## src/rtl/uart_phy.sv

```systemverilog
// uart_phy: 8N1 UART bit engine. One fractional baud generator produces a 16x
// oversample tick that drives an independent serializer and deserializer.
module uart_phy (
   input  logic        CLK_I,
   input  logic        RESET_I,
   input  logic        RX_I,
   output logic        TX_O,
   input  logic [10:0] ADD_I,
   output logic [7:0]  RX_DATA_O,
   output logic        RX_VALID_O,
   output logic        RX_ERROR_O,
   output logic        TX_BUSY_O,
   input  logic [7:0]  TX_DATA_I,
   input  logic        TX_VALID_I
);

   // Handshakes: TX_VALID_I is a one-cycle strobe with no ready; it is taken
   // only while TX_BUSY_O is low, otherwise the byte is dropped. RX_VALID_O and
   // RX_ERROR_O are one-cycle pulses with no back-pressure; RX_DATA_O holds.

   localparam logic [1:0] TX_IDLE  = 2'd0;
   localparam logic [1:0] TX_START = 2'd1;
   localparam logic [1:0] TX_DATA  = 2'd2;
   localparam logic [1:0] TX_STOP  = 2'd3;

   localparam logic [2:0] RX_IDLE  = 3'd0;
   localparam logic [2:0] RX_START = 3'd1;
   localparam logic [2:0] RX_DATA  = 3'd2;
   localparam logic [2:0] RX_STOP  = 3'd3;
   localparam logic [2:0] RX_BREAK = 3'd4;

   // ---------------- baud generator ----------------
   logic [13:0] acc;
   logic [14:0] acc_sum;
   logic        tick;

   assign acc_sum = {1'b0, acc} + {4'b0000, ADD_I};

   always_ff @(posedge CLK_I or posedge RESET_I) begin
      if (RESET_I) begin
         acc  <= '0;
         tick <= 1'b0;
      end else begin
         acc  <= acc_sum[13:0];
         tick <= acc_sum[14];
      end
   end

   // ---------------- transmitter ----------------
   logic [1:0] tx_state;
   logic [3:0] tx_tick_cnt;
   logic [2:0] tx_bit_cnt;
   logic [7:0] tx_shift;
   logic       tx_bit_end;

   assign tx_bit_end = tick && (tx_tick_cnt == 4'd15);

   always_ff @(posedge CLK_I or posedge RESET_I) begin
      if (RESET_I) begin
         tx_state    <= TX_IDLE;
         tx_tick_cnt <= '0;
         tx_bit_cnt  <= '0;
         tx_shift    <= '0;
      end else begin
         // The 4-bit tick counter wraps to 0 exactly at each bit boundary.
         if ((tx_state != TX_IDLE) && tick)
            tx_tick_cnt <= tx_tick_cnt + 4'd1;
         case (tx_state)
            TX_IDLE: begin
               if (TX_VALID_I) begin
                  tx_shift    <= TX_DATA_I;
                  tx_tick_cnt <= '0;
                  tx_bit_cnt  <= '0;
                  tx_state    <= TX_START;
               end
            end
            TX_START: begin
               if (tx_bit_end)
                  tx_state <= TX_DATA;
            end
            TX_DATA: begin
               if (tx_bit_end) begin
                  tx_shift   <= {1'b0, tx_shift[7:1]};
                  tx_bit_cnt <= tx_bit_cnt + 3'd1;
                  if (tx_bit_cnt == 3'd7)
                     tx_state <= TX_STOP;
               end
            end
            default: begin
               if (tx_bit_end)
                  tx_state <= TX_IDLE;
            end
         endcase
      end
   end

   // Line level decoded from state so reset forces idle-high without a clock.
   always_comb begin
      TX_O = 1'b1;
      case (tx_state)
         TX_START: TX_O = 1'b0;
         TX_DATA:  TX_O = tx_shift[0];
         default:  TX_O = 1'b1;
      endcase
   end

   assign TX_BUSY_O = (tx_state != TX_IDLE);

   // ---------------- receiver ----------------
   logic       rx_meta;
   logic       rx_s;
   logic [2:0] rx_state;
   logic [3:0] rx_tick_cnt;
   logic [2:0] rx_bit_cnt;
   logic [7:0] rx_shift;
   logic [7:0] rx_data;
   logic       rx_valid;
   logic       rx_error;
   logic       rx_half;
   logic       rx_full;

   always_ff @(posedge CLK_I or posedge RESET_I) begin
      if (RESET_I) begin
         rx_meta <= 1'b1;
         rx_s    <= 1'b1;
      end else begin
         rx_meta <= RX_I;
         rx_s    <= rx_meta;
      end
   end

   assign rx_half = tick && (rx_tick_cnt == 4'd7);
   assign rx_full = tick && (rx_tick_cnt == 4'd15);

   always_ff @(posedge CLK_I or posedge RESET_I) begin
      if (RESET_I) begin
         rx_state    <= RX_IDLE;
         rx_tick_cnt <= '0;
         rx_bit_cnt  <= '0;
         rx_shift    <= '0;
         rx_data     <= '0;
         rx_valid    <= 1'b0;
         rx_error    <= 1'b0;
      end else begin
         rx_valid <= 1'b0;
         rx_error <= 1'b0;
         if (((rx_state == RX_START) || (rx_state == RX_DATA) || (rx_state == RX_STOP)) && tick)
            rx_tick_cnt <= rx_tick_cnt + 4'd1;
         case (rx_state)
            RX_IDLE: begin
               if (!rx_s) begin
                  rx_tick_cnt <= '0;
                  rx_state    <= RX_START;
               end
            end
            RX_START: begin
               // Half a bit into the start bit: re-centres sampling on bit middles.
               if (rx_half) begin
                  rx_tick_cnt <= '0;
                  rx_bit_cnt  <= '0;
                  rx_state    <= rx_s ? RX_IDLE : RX_DATA;
               end
            end
            RX_DATA: begin
               if (rx_full) begin
                  rx_shift   <= {rx_s, rx_shift[7:1]};
                  rx_bit_cnt <= rx_bit_cnt + 3'd1;
                  if (rx_bit_cnt == 3'd7)
                     rx_state <= RX_STOP;
               end
            end
            RX_STOP: begin
               if (rx_full) begin
                  if (rx_s) begin
                     rx_data  <= rx_shift;
                     rx_valid <= 1'b1;
                     rx_state <= RX_IDLE;
                  end else begin
                     rx_error <= 1'b1;
                     rx_state <= RX_BREAK;
                  end
               end
            end
            RX_BREAK: begin
               // A line held low reports one error, then waits for idle.
               if (rx_s)
                  rx_state <= RX_IDLE;
            end
            default: rx_state <= RX_IDLE;
         endcase
      end
   end

   assign RX_DATA_O  = rx_data;
   assign RX_VALID_O = rx_valid;
   assign RX_ERROR_O = rx_error;

endmodule

```

## config.mk

```make
export PLATFORM = sky130hd
export DESIGN_NAME = uart_phy
export DESIGN_NICKNAME = d
export VERILOG_FILES = /design/src/rtl/uart_phy.sv
export SDC_FILE = /design/constraint.sdc
export NUM_CORES = 1
export LEC_CHECK = 0
export CAP_MARGIN = 20
export CORE_ASPECT_RATIO = 0.75
export CORE_MARGIN = 2
export CORE_UTILIZATION = 60
export CTS_CLUSTER_SIZE = 24
export DETAILED_ROUTE_END_ITERATION = 12
export GPL_ROUTABILITY_DRIVEN = 0
export PLACE_DENSITY_LB_ADDON = 0.1
export SYNTH_ARGS = -nofsm -noshare
export SYNTH_HDL_FRONTEND = slang
export SYNTH_SLANG_ARGS = --single-unit
```

## constraint.sdc

```tcl
create_clock -name CLK_I -period 6.55 [get_ports CLK_I]
set_input_delay 0.655 -clock CLK_I [delete_from_list [all_inputs] [get_ports CLK_I]]
set_output_delay 0.655 -clock CLK_I [all_outputs]
set_load 0.005 [all_outputs]
```

==> results.txt <==
- After detailed placement, the design holds a cell count of 385.
- DR iter-0 viols: 125
- Minimum setup slack in the final design: 3.69 ns
- Number of enable-type register cells in the synthesized netlist: 0
- Net Sw Frac: 35.2%
* Data required time of the critical path: 5.89 ns
- Share of total power in the clock network: 25.1%
- Sorting the synthesized cells by area gives the leading types as sky130_fd_sc_hd__dfrtp_1 47%, sky130_fd_sc_hd__ha_1 7.9%, sky130_fd_sc_hd__mux2i_1 3.8%.
- Final Cell Area: 0.00378 sq mm
- Clock slew at reported path FFs: 0.08 ns
* Die outline width: 88.1 um
* Final setup violation count: 0
- The run finished with clean final reports.
* Initial core utilization: 63.5%
- Counting flops and latches in the post-synthesis netlist gives 62.
* Final worst clock skew: 0.0113 ns
* Library cell occupying the most area in the post-synthesis netlist: sky130_fd_sc_hd__dfrtp_1
- In this run, distinct cell masters in the synthesized netlist total 48.
* Number of iterations in the first detailed-routing pass: 4
- Synthesis produced a netlist with a net count of 336.
- Of the total power, combinational logic draws 36.0%.
- Yosys printed 0 warnings.
- Setup Total Neg Slack: 0 ns
* Setup crit end kind: output port
- Leading register cell type out of synthesis: sky130_fd_sc_hd__dfrtp_1
- Post-cts sizing count: 0
- Combined global-route utilization of all metal layers: 22.4%
- TritonCTS built the clock tree.
* Transition time at the pin with the least slew margin: 0.758 ns
- CTS buffer count: 9
- Max H-tree Level: 3
- Setup repair after global routing left no endpoint under its margin.
- The initial antenna violation count is 0.
- The tool flagged a number of max-cap violations equal to 0.
- Power per cell area: 392 mW/mm^2
- Setup WS pre-CTS: 3.50 ns
* Worst IR Drop VDD: 0.269 mV
- For this run, the number of standard cells in the final layout without fillers is 402.
* Highest clock frequency the design can meet: 349 MHz
- Of all nets on the critical path, the largest fanout is 15.
- Counting every sink on the clock net gives 62.
- The number of max-slew violations in the final report came to 0.
- The total overflow left after global routing is 0.
- Top-area cell type share of the netlist area: 47.2%
- Number of endpoints with negative hold slack in the final report: 0
* Type of the worst setup path: flip-flop to output port
- Area Overhead vs Synth: 18.8%
- Internal power of the cells: 960 uW
- Mean area per synthesized cell: 10.9 sq um
- Drt total wl: 5.84 mm
* Net switching power figure: 521 uW
* Maximum buffer depth of the clock tree: 2
* Hold WC Path Type: flip-flop to flip-flop
* Ant diodes: 0
* Number of placement rows: 22
* Area of the placeable core: 0.00501 sq mm
- Die height: 67.1 um
* Maximum number of pins on one net before global-route repair: 63
* CTS Hold Buffers Added: 0
- Leakage power total: 1.72 nW
- Startpoint class of the critical path: flip-flop
- Post-CTS Setup Inserts: 0
- Post-layout utilization of the core: 75.4%
- Dividing the detail-routed wire length by the instance count gives 14.5 um.
- Part of the power in registers: 38.9%
- For this run, the register share of the synthesized area comes to 48.9%.
- Total I/O pin count: 35
- The signal on the critical path passes through inv_1 -> ha_1 -> mux2i_1 -> clkdlybuf4s50_1.
- Instance count of the mapped netlist: 292
- After layout, the minimum clock period comes to 2.86 ns.
- In the final layout, the share of cells above drive strength 1 is 13.9%.
- Final Cycle Share: 43.7%
* Die Footprint: 0.00591 sq mm
- Dividing the detail-routed via count by the number of cells gives 5.52.
- Buffers placed on the I/O ports in this run total 34.
- Area post-placement: 0.00355 sq mm
- In this run the clock root is driven by a sky130_fd_sc_hd__clkbuf_8.
* Nets@finish: 369
- Critical path buffer and inverter count: 2
- For this design, the slowest cell found on the critical path is sky130_fd_sc_hd__ha_1.
- Final HPWL from detailed placement: 3.83 mm
- Netlist Area Pre-Place: 0.00318 sq mm
- In this run the remaining antenna-violating nets after routing total 0.
- Number of design rule violations left after detail routing: 0
- Global-route wire length before repair: 9.89 mm
* Async set or reset register ratio after synthesis: 100%
- In this design, the stage delay of the slowest critical-path cell is 0.62 ns.
- Vias in the first global route: 2,186
* Worst rel slew slack: 49.5%
* Crit path max-delay family: adder cells
- Worst EP arrival: 2.21 ns
- Across all layers, the routed design uses 2,220 vias.
- Clock latency of the later-clocked register in the worst-skew pair: 0.34 ns
[worst paths after layout]
check | end | slack, ns | depth (start not counted) | from
worst min register to register | rx_s | 0.36 | 0 | rx_meta
worst min-delay path | rx_s | 0.36 | 0 | rx_meta
max in group asynchronous | rx_state[2] | 5.20 | 3 | RESET_I
worst max-delay path | TX_O | 3.69 | 4 | tx_state[0]
worst max register to register | acc[12] | 4.15 | 7 | acc[0]
min in group asynchronous | acc[4] | 0.86 | 3 | RESET_I
[synth_stat cells (5+ instances only)]
library cell / instances
sky130_fd_sc_hd__dfrtp_1: 60
sky130_fd_sc_hd__xor2_1: 5
sky130_fd_sc_hd__ha_1: 20
sky130_fd_sc_hd__inv_1: 15
sky130_fd_sc_hd__clkbuf_1: 8
sky130_fd_sc_hd__o21ai_0: 15
sky130_fd_sc_hd__nand3_1: 9
sky130_fd_sc_hd__mux2i_1: 12
sky130_fd_sc_hd__nand2_1: 18
sky130_fd_sc_hd__mux2_2: 10
sky130_fd_sc_hd__xnor2_1: 10
sky130_fd_sc_hd__nor2_1: 26
sky130_fd_sc_hd__mux2_4: 8
sky130_fd_sc_hd__a21oi_1: 20
[layout make-up]
class	instances	area [sq um]
Sequential cell	62	1550
Multi-Input combinational cell	201	1500
Fill cell	388	1230
Timing Repair Buffer	36	359
Clock buffer	9	124
Clock inverter	7	98.8
Tap cell	72	90.1
Inverter	15	56.3
[power groups by stage]
stage | Clock [mW] | Combinational (mW) | Sequential (mW)
after detailed placement | 0 | 0.519 | 0.579
final | 0.372 | 0.533 | 0.576
after global placement | 0 | 0.500 | 0.577
after CTS | 0.380 | 0.524 | 0.575
after floorplan | 0 | 0.435 | 0.547
after global routing | 0.399 | 0.601 | 0.590
[cell families (layout without fill, tap and decap cells)]
logic type | after synthesis | in the layout | share of synthesized area (%)
xor gates and xnor gates | 15 | 15 | 4.13
and+or+nand+nor | 76 | 76 | 11.6
buffers and inverters | 29 | 67 | 4.21
AOI/OAI and AO/OA | 59 | 59 | 11.6
muxes | 30 | 30 | 11.1
adders and majority gates | 21 | 21 | 8.50
DFF | 62 | 62 | 48.9
[layer usage]
| metal | wire length (um) | track usage (%) | up-vias |
|---|---|---|---|
| met3 | 256 | 6.44 | 9 |
| met1 | 2900 | 29.6 | 1071 |
| met4 | 85 | 10.2 | 0 |
| met2 | 2600 | 34.3 | 44 |
| li1 | - | - | 1096 |
| met5 | 0 | 0 | - |
[worst register-to-register path: cells and delay by family, from the launching register on]
| kind | cells | cell delay, ns |
|---|---|---|
| flip-flops | 1 | 0.37 |
| adder cells (fa/ha/maj) | 2 | 0.61 |
| AO/OA/AOI/OAI | 4 | 1.20 |
| XOR/XNOR | 1 | 0.14 |
[layout by cell type (no fill, tap or decap), types with 3 or more instances in the layout]
master / count
sky130_fd_sc_hd__xor2_1: 5
sky130_fd_sc_hd__clkdlybuf4s50_1: 34
sky130_fd_sc_hd__o21ai_0: 15
sky130_fd_sc_hd__nor3_1: 3
sky130_fd_sc_hd__clkinv_4: 3
sky130_fd_sc_hd__and3_1: 3
sky130_fd_sc_hd__nor2_1: 26
sky130_fd_sc_hd__a21oi_1: 20
sky130_fd_sc_hd__xnor2_1: 10
sky130_fd_sc_hd__nand2_1: 18
sky130_fd_sc_hd__mux2_4: 8
sky130_fd_sc_hd__nor2b_1: 3
sky130_fd_sc_hd__dfrtp_1: 60
sky130_fd_sc_hd__a221oi_1: 3
sky130_fd_sc_hd__mux2i_1: 12
sky130_fd_sc_hd__ha_1: 20
sky130_fd_sc_hd__mux2_2: 10
sky130_fd_sc_hd__inv_1: 14
sky130_fd_sc_hd__nand4_1: 3
sky130_fd_sc_hd__nand3_1: 9
sky130_fd_sc_hd__clkbuf_8: 9
[through the flow]
stage | hold slack [ns] | power (mW)
2_1_floorplan | 0.345 | 0.983
3_3_place_gp | 0.346 | 1.08
3_5_place_dp | 0.358 | 1.10
4_1_cts | 0.367 | 1.48
5_1_grt | 0.362 | 1.59
6_report | 0.364 | 1.48
[state kept, by name, summed over array words and instances, names as in the netlist, 2 cells and up]
signal,count
tx_bit_cnt,3
tx_shift,8
acc,14
RX_DATA_O,8
tx_state,2
tx_tick_cnt,4
rx_bit_cnt,3
rx_tick_cnt,4
rx_shift,8
rx_state,3
(Power assumes the default switching activity.)
